### src/rtl/prog_loader.sv
// Instruction-memory program loader: assembles a framed byte stream into
// 16-bit words, writes them from address 0, and releases the cpu on a good checksum.
module prog_loader #(
    parameter int unsigned AWIDTH = 8,
    parameter int unsigned DWIDTH = 16,
    parameter logic [7:0]  HDR    = 8'hA5
) (
    input  logic              clk,
    input  logic              rst,
    input  logic              i_valid,
    input  logic [7:0]        i_data,
    output logic              o_ready,
    output logic              o_mem_wr,
    output logic [AWIDTH-1:0] o_mem_waddr,
    output logic [DWIDTH-1:0] o_mem_wdata,
    output logic              o_cpu_rst,
    output logic              o_done,
    output logic              o_err
);

    typedef enum logic [2:0] {
        S_IDLE,
        S_LEN,
        S_HI,
        S_LO,
        S_WR,
        S_CSUM
    } state_e;

    state_e              state_q, state_d;
    logic [AWIDTH-1:0]   waddr_q, waddr_d;
    logic [DWIDTH-1:0]   wdata_q, wdata_d;
    logic [7:0]          cnt_q, cnt_d;
    logic [7:0]          len_q, len_d;
    logic [7:0]          acc_q, acc_d;
    logic                cpu_rst_q, cpu_rst_d;
    logic                done_q, done_d;
    logic                err_q, err_d;
    logic                ready;
    logic                take;
    logic [8:0]          cnt_inc;

    assign ready   = (state_q != S_WR);
    assign take    = i_valid && ready;
    assign cnt_inc = {1'b0, cnt_q} + 9'd1;

    always_ff @(posedge clk or negedge rst) begin
        if (!rst) begin
            state_q   <= S_IDLE;
            waddr_q   <= '0;
            wdata_q   <= '0;
            cnt_q     <= '0;
            len_q     <= '0;
            acc_q     <= '0;
            cpu_rst_q <= 1'b0;
            done_q    <= 1'b0;
            err_q     <= 1'b0;
        end else begin
            state_q   <= state_d;
            waddr_q   <= waddr_d;
            wdata_q   <= wdata_d;
            cnt_q     <= cnt_d;
            len_q     <= len_d;
            acc_q     <= acc_d;
            cpu_rst_q <= cpu_rst_d;
            done_q    <= done_d;
            err_q     <= err_d;
        end
    end

    always_comb begin
        state_d   = state_q;
        waddr_d   = waddr_q;
        wdata_d   = wdata_q;
        cnt_d     = cnt_q;
        len_d     = len_q;
        acc_d     = acc_q;
        cpu_rst_d = cpu_rst_q;
        done_d    = done_q;
        err_d     = err_q;
        unique case (state_q)
            S_IDLE: begin
                if (take && i_data == HDR) begin
                    state_d   = S_LEN;
                    cpu_rst_d = 1'b0;
                    done_d    = 1'b0;
                    err_d     = 1'b0;
                    cnt_d     = '0;
                    acc_d     = '0;
                    waddr_d   = '0;
                end
            end
            S_LEN: begin
                if (take) begin
                    len_d   = i_data;
                    state_d = (i_data != 8'd0) ? S_HI : S_CSUM;
                end
            end
            S_HI: begin
                if (take) begin
                    wdata_d[DWIDTH-1 -: 8] = i_data;
                    acc_d   = acc_q ^ i_data;
                    state_d = S_LO;
                end
            end
            S_LO: begin
                if (take) begin
                    wdata_d[7:0] = i_data;
                    acc_d   = acc_q ^ i_data;
                    state_d = S_WR;
                end
            end
            S_WR: begin
                cnt_d = cnt_inc[7:0];
                if (cnt_inc == {1'b0, len_q}) begin
                    state_d = S_CSUM;
                end else begin
                    state_d = S_HI;
                    waddr_d = waddr_q + 1'b1;
                end
            end
            S_CSUM: begin
                // cpu is released only when the whole frame checks out
                if (take) begin
                    state_d = S_IDLE;
                    if (i_data == acc_q) begin
                        done_d    = 1'b1;
                        cpu_rst_d = 1'b1;
                    end else begin
                        err_d = 1'b1;
                    end
                end
            end
            default: state_d = S_IDLE;
        endcase
    end

    assign o_ready     = ready;
    assign o_mem_wr    = (state_q == S_WR);
    assign o_mem_waddr = waddr_q;
    assign o_mem_wdata = wdata_q;
    assign o_cpu_rst   = cpu_rst_q;
    assign o_done      = done_q;
    assign o_err       = err_q;

endmodule

### config.mk
export PLATFORM = sky130hd
export DESIGN_NAME = prog_loader
export DESIGN_NICKNAME = d
export VERILOG_FILES = /design/src/rtl/prog_loader.sv
export SDC_FILE = /design/constraint.sdc
export NUM_CORES = 1
export LEC_CHECK = 0
export BUFFER_PORTS_ARGS = -buffer_cell sky130_fd_sc_hd__buf_4
export CORE_MARGIN = 1.5
export CORE_UTILIZATION = 57
export CTS_CLUSTER_SIZE = 8
export DETAILED_ROUTE_END_ITERATION = 8
export GPL_ROUTABILITY_DRIVEN = 0
export PLACE_DENSITY = 0.9
export SLEW_MARGIN = 10
export SYNTH_ARGS = -nofsm -noshare
export SYNTH_HDL_FRONTEND = slang
export SYNTH_SLANG_ARGS = --single-unit
### constraint.sdc
create_clock -name clk -period 3.3 [get_ports clk]
set_clock_uncertainty 0.2 [all_clocks]
set_input_delay 0.495 -clock clk [delete_from_list [all_inputs] [get_ports clk]]
set_output_delay 0.495 -clock clk [all_outputs]
set_load 0.02 [all_outputs]
==> metrics.txt <==
# TYPE chip_impl_metric gauge
chip_impl_metric{name="post_syn_area",unit="mm²"} 0.00275
chip_impl_info{name="ctsRootBufferMaster",value="sky130_fd_sc_hd__clkbuf_8"} 1
chip_impl_metric{name="max-slew-margin-rel",unit=""} 0.453
chip_impl_metric{name="first_global_vias",unit=""} 2180
chip_impl_metric{name="syn_area_per_cell",unit="µm²"} 10.0
chip_impl_metric{name="synth_fp_nets",unit=""} 288
chip_impl_metric{name="total_area_of_multi_input_combinational_cells",unit="mm²"} 0.00133
chip_impl_metric{name="postRouteAntennaNets",unit=""} 0
chip_impl_metric{name="post-cts-setup-buffers",unit=""} 0
chip_impl_metric{name="post-route-worst-setup-slack",unit="ns"} 0.486
chip_impl_info{name="synth_area_leaders",value="sky130_fd_sc_hd__dfrtp_1, sky130_fd_sc_hd__mux2_2, sky130_fd_sc_hd__o21ai_0, sky130_fd_sc_hd__nand2_1, sky130_fd_sc_hd__xnor2_1"} 1
chip_impl_metric{name="synth_edf_count",unit=""} 0
chip_impl_metric{name="cts_inserted_buffers",unit=""} 5
chip_impl_metric{name="groute.usage.overall",unit=""} 0.246
chip_impl_metric{name="drt-initial-drc-count",unit=""} 109
chip_impl_metric{name="vias",unit=""} 2260
chip_impl_info{name="crit_path_end_kind",value="flip-flop"} 1
chip_impl_metric{name="post_cts_hold_buffer_count",unit=""} 0
chip_impl_metric{name="dp_hpwl",unit="µm"} 4150
chip_impl_metric{name="standard_cell_rows",unit=""} 25
chip_impl_metric{name="total_power",unit="mW"} 2.90
chip_impl_metric{name="worstMarginPinSlew",unit="ns"} 0.818
chip_impl_metric{name="power.ir.vdd_worst",unit="mV"} 0.518
chip_impl_metric{name="postSynth.asyncResetShare",unit=""} 1.00
chip_impl_info{name="synth_top_cell_by_area",value="sky130_fd_sc_hd__dfrtp_1"} 1
chip_impl_metric{name="tritoncts_num_sinks",unit=""} 53
chip_impl_metric{name="setup_failing_eps_final",unit=""} 0
chip_impl_metric{name="floorplan.die_area",unit="mm²"} 0.00525
chip_impl_metric{name="layout_min_cycle_time",unit="ns"} 2.81
chip_impl_metric{name="timing.critical_path.slowest_cell_delay",unit="ns"} 0.68
chip_impl_metric{name="post-route-drc-count",unit=""} 0
chip_impl_info{name="critical_path.cell_chain",value="ha_1, nor2b_1, o41ai_1, o21ai_1, or4_1, a32o_1, a31o_1"} 1
chip_impl_metric{name="p_leak",unit="nW"} 1.37
chip_impl_info{name="timing.setup.critical_path_class",value="reg2reg"} 1
chip_impl_metric{name="initial_utilization",unit=""} 0.586
chip_impl_info{name="setup.worst_path.start_class",value="flip-flop"} 1
chip_impl_info{name="synthTopCellsByCount",value="sky130_fd_sc_hd__dfrtp_1, sky130_fd_sc_hd__nand2_1, sky130_fd_sc_hd__o21ai_0, sky130_fd_sc_hd__mux2_2, sky130_fd_sc_hd__nor2_1"} 1
chip_impl_metric{name="grt_max_degree",unit=""} 54
chip_impl_metric{name="final_wl",unit="µm"} 5950
chip_impl_metric{name="worstPathBufferInverterCount",unit=""} 0
chip_impl_info{name="tritoncts",value="yes"} 1
chip_impl_info{name="run_status",value="complete, no violations"} 1
chip_impl_metric{name="critical_path_arrival",unit="ns"} 2.83
chip_impl_metric{name="critPathMaxFanout",unit=""} 17
chip_impl_metric{name="final.hold.worst_slack",unit="ns"} 0.00198
chip_impl_info{name="critical_path.top_delay_family",value="compound AO/OA/AOI/OAI gates"} 1
chip_impl_metric{name="final_hold_viol_count",unit=""} 0
chip_impl_metric{name="total_power_density_per_cell_area",unit="mW/mm²"} 922
chip_impl_metric{name="ys_seq_elements",unit=""} 53
chip_impl_metric{name="antenna_found_initial",unit=""} 0
chip_impl_metric{name="ys_seq_area_frac",unit=""} 0.482
chip_impl_metric{name="nNetsFinal",unit=""} 322
chip_impl_metric{name="place_ws",unit="ns"} 0.496
chip_impl_metric{name="post-synth-top-area-fraction",unit=""} 0.482
chip_impl_metric{name="clkSlewWorstSetupHoldPaths",unit="ns"} 0.10
chip_impl_metric{name="critPathRequiredTime",unit="ns"} 3.31
chip_impl_info{name="grt_setup_unrepaired",value="false"} 1
chip_impl_metric{name="ys_warn_count",unit=""} 0
chip_impl_info{name="synthFlopType",value="sky130_fd_sc_hd__dfrtp_1"} 1
chip_impl_info{name="cpMaxStageDelayCell",value="sky130_fd_sc_hd__or4_1"} 1
chip_impl_metric{name="cts_max_level",unit=""} 2
chip_impl_metric{name="syn_inst",unit=""} 275
chip_impl_metric{name="dieHeight",unit="µm"} 72.5
chip_impl_metric{name="timing.setup.tns",unit="ns"} 0
chip_impl_metric{name="count_of_unique_library_cells_instantiated_by_yosys",unit=""} 46
chip_impl_metric{name="num-fill-cells",unit=""} 351
chip_impl_metric{name="cap_viol_max_count",unit=""} 0
chip_impl_metric{name="final_max_tran_viols",unit=""} 0
chip_impl_metric{name="floorplan_core_area",unit="mm²"} 0.00469
chip_impl_metric{name="clock_insertion_delay_worst_skew",unit="ns"} 0.31
chip_impl_metric{name="grt-ovfl-total",unit=""} 0
chip_impl_metric{name="detail_route.first_pass.iterations",unit=""} 4
chip_impl_info{name="count_leader_synth",value="sky130_fd_sc_hd__dfrtp_1"} 1
chip_impl_metric{name="grt_pass1_wl",unit="µm"} 10000
chip_impl_metric{name="port_buffers",unit=""} 39
chip_impl_metric{name="top_level_ports",unit=""} 40
chip_impl_metric{name="cts.path.max_buffers",unit=""} 2
chip_impl_metric{name="seq_area",unit="mm²"} 0.00133
chip_impl_metric{name="area_growth",unit="%"} 14.3
chip_impl_metric{name="detail_route.vias_per_cell",unit=""} 6.21
chip_impl_metric{name="fmax",unit="MHz"} 355
chip_impl_metric{name="antennaDiodeCount",unit=""} 0
chip_impl_metric{name="drt-wirelength-per-cell",unit="µm"} 16.3
chip_impl_metric{name="final_min_period_over_clock_period",unit=""} 0.853
chip_impl_metric{name="die_w",unit="µm"} 72.5
chip_impl_info{name="worst_hold_path_type",value="in2async"} 1
chip_impl_metric{name="drive_gt1_frac",unit=""} 0.242
chip_impl_metric{name="cts_resized",unit=""} 0
==> worst register-to-register path, cell delays in order, from the launching register on <==
cell	delay, ns
sky130_fd_sc_hd__dfrtp_1	0.45
sky130_fd_sc_hd__ha_1	0.28
sky130_fd_sc_hd__nor2b_1	0.17
sky130_fd_sc_hd__o41ai_1	0.33
sky130_fd_sc_hd__o21ai_1	0.10
sky130_fd_sc_hd__or4_1	0.68
sky130_fd_sc_hd__a32o_1	0.33
sky130_fd_sc_hd__a31o_1	0.17
==> path summary, 6_finish.rpt <==
| check | cells after the start | from | slack, ns | to |
|---|---|---|---|---|
| worst min-delay path | 1 | rst | 0.002 | o_mem_waddr[7] |
| worst max register to register | 7 | cnt_q[0] | 0.49 | o_mem_waddr[6] |
| max in group asynchronous | 1 | rst | 2.44 | o_mem_waddr[2] |
| worst max-delay path | 7 | cnt_q[0] | 0.49 | o_mem_waddr[6] |
| worst min register to register | 1 | acc_q[6] | 0.31 | acc_q[6] |
| min in group clk | 2 | i_data[3] | 0.28 | o_mem_wdata[3] |
==> state kept, by name (all words and copies together), names as in the netlist <==
signal       flops
o_mem_waddr      8
o_mem_wdata     16
len_q            8
cnt_q            8
o_err            1
o_done           1
acc_q            8
state_q          3
==> metrics by stage <==
stage / utilization / instances / cell area (µm²)
global placement: 0.651 / 356 / 3050
CTS: 0.670 / 364 / 3140
finish: 0.670 / 364 / 3140
floorplan: - / 275 / 2750
detailed placement: 0.651 / 356 / 3050
global route: 0.670 / 364 / 3140
==> placed cells by master, fill, tap and decap left out, types with 2 or more instances in the layout <==
master / n
sky130_fd_sc_hd__a21o_1: 4
sky130_fd_sc_hd__a21oi_1: 8
sky130_fd_sc_hd__a22o_1: 3
sky130_fd_sc_hd__a31o_1: 2
sky130_fd_sc_hd__a31oi_1: 7
sky130_fd_sc_hd__a32o_1: 2
sky130_fd_sc_hd__and3_1: 6
sky130_fd_sc_hd__buf_4: 41
sky130_fd_sc_hd__clkbuf_8: 5
sky130_fd_sc_hd__dfrtp_1: 53
sky130_fd_sc_hd__ha_1: 2
sky130_fd_sc_hd__inv_1: 6
sky130_fd_sc_hd__mux2_2: 24
sky130_fd_sc_hd__mux2i_1: 2
sky130_fd_sc_hd__nand2_1: 35
sky130_fd_sc_hd__nand2b_1: 7
sky130_fd_sc_hd__nand3_1: 5
sky130_fd_sc_hd__nand3b_1: 2
sky130_fd_sc_hd__nand4_1: 4
sky130_fd_sc_hd__nor2_1: 11
sky130_fd_sc_hd__nor2b_1: 3
sky130_fd_sc_hd__nor3_1: 5
sky130_fd_sc_hd__nor4_1: 2
sky130_fd_sc_hd__o211ai_1: 2
sky130_fd_sc_hd__o21a_1: 3
sky130_fd_sc_hd__o21ai_0: 29
sky130_fd_sc_hd__o21ai_1: 2
sky130_fd_sc_hd__o22ai_1: 2
sky130_fd_sc_hd__or4_1: 3
sky130_fd_sc_hd__xnor2_1: 9
sky130_fd_sc_hd__xor2_1: 5
==> power by group <==
part	switching, mW	total, mW	internal (mW)
Clock	0.230	0.381	0.151
Combinational	0.660	1.28	0.615
Sequential	0.304	1.24	0.938
==> per-layer routing <==
| layer | share of wire | track usage |
|---|---|---|
| met1 | 0.42 | 0.312 |
| met2 | 0.50 | 0.419 |
| met3 | 0.058 | 0.0500 |
| met4 | 0.021 | 0.0901 |
| met5 | 0 | 0 |
==> cells by family (layout without fill, tap and decap cells) <==
| kind of cell | count (synthesis) | after routing | share of synthesized area |
|---|---|---|---|
| compound gates | 71 | 71 | 0.161 |
| fa+ha+maj | 2 | 2 | 0.00910 |
| flops | 53 | 53 | 0.482 |
| mux | 26 | 26 | 0.106 |
| xor+xnor | 14 | 14 | 0.0446 |
| simple gates | 89 | 89 | 0.163 |
| buf+inv | 20 | 55 | 0.0346 |
==> cell type report <==
cell class,count,share of cell area
well taps,54,0.0215
clock buffers,5,0.0219
clock inverters,3,0.00677
flip-flops and latches,53,0.422
multi-input cells,202,0.423
inverters,6,0.00717
repair buffers,41,0.0979
Note: power is estimated with default switching activity, not from simulation.
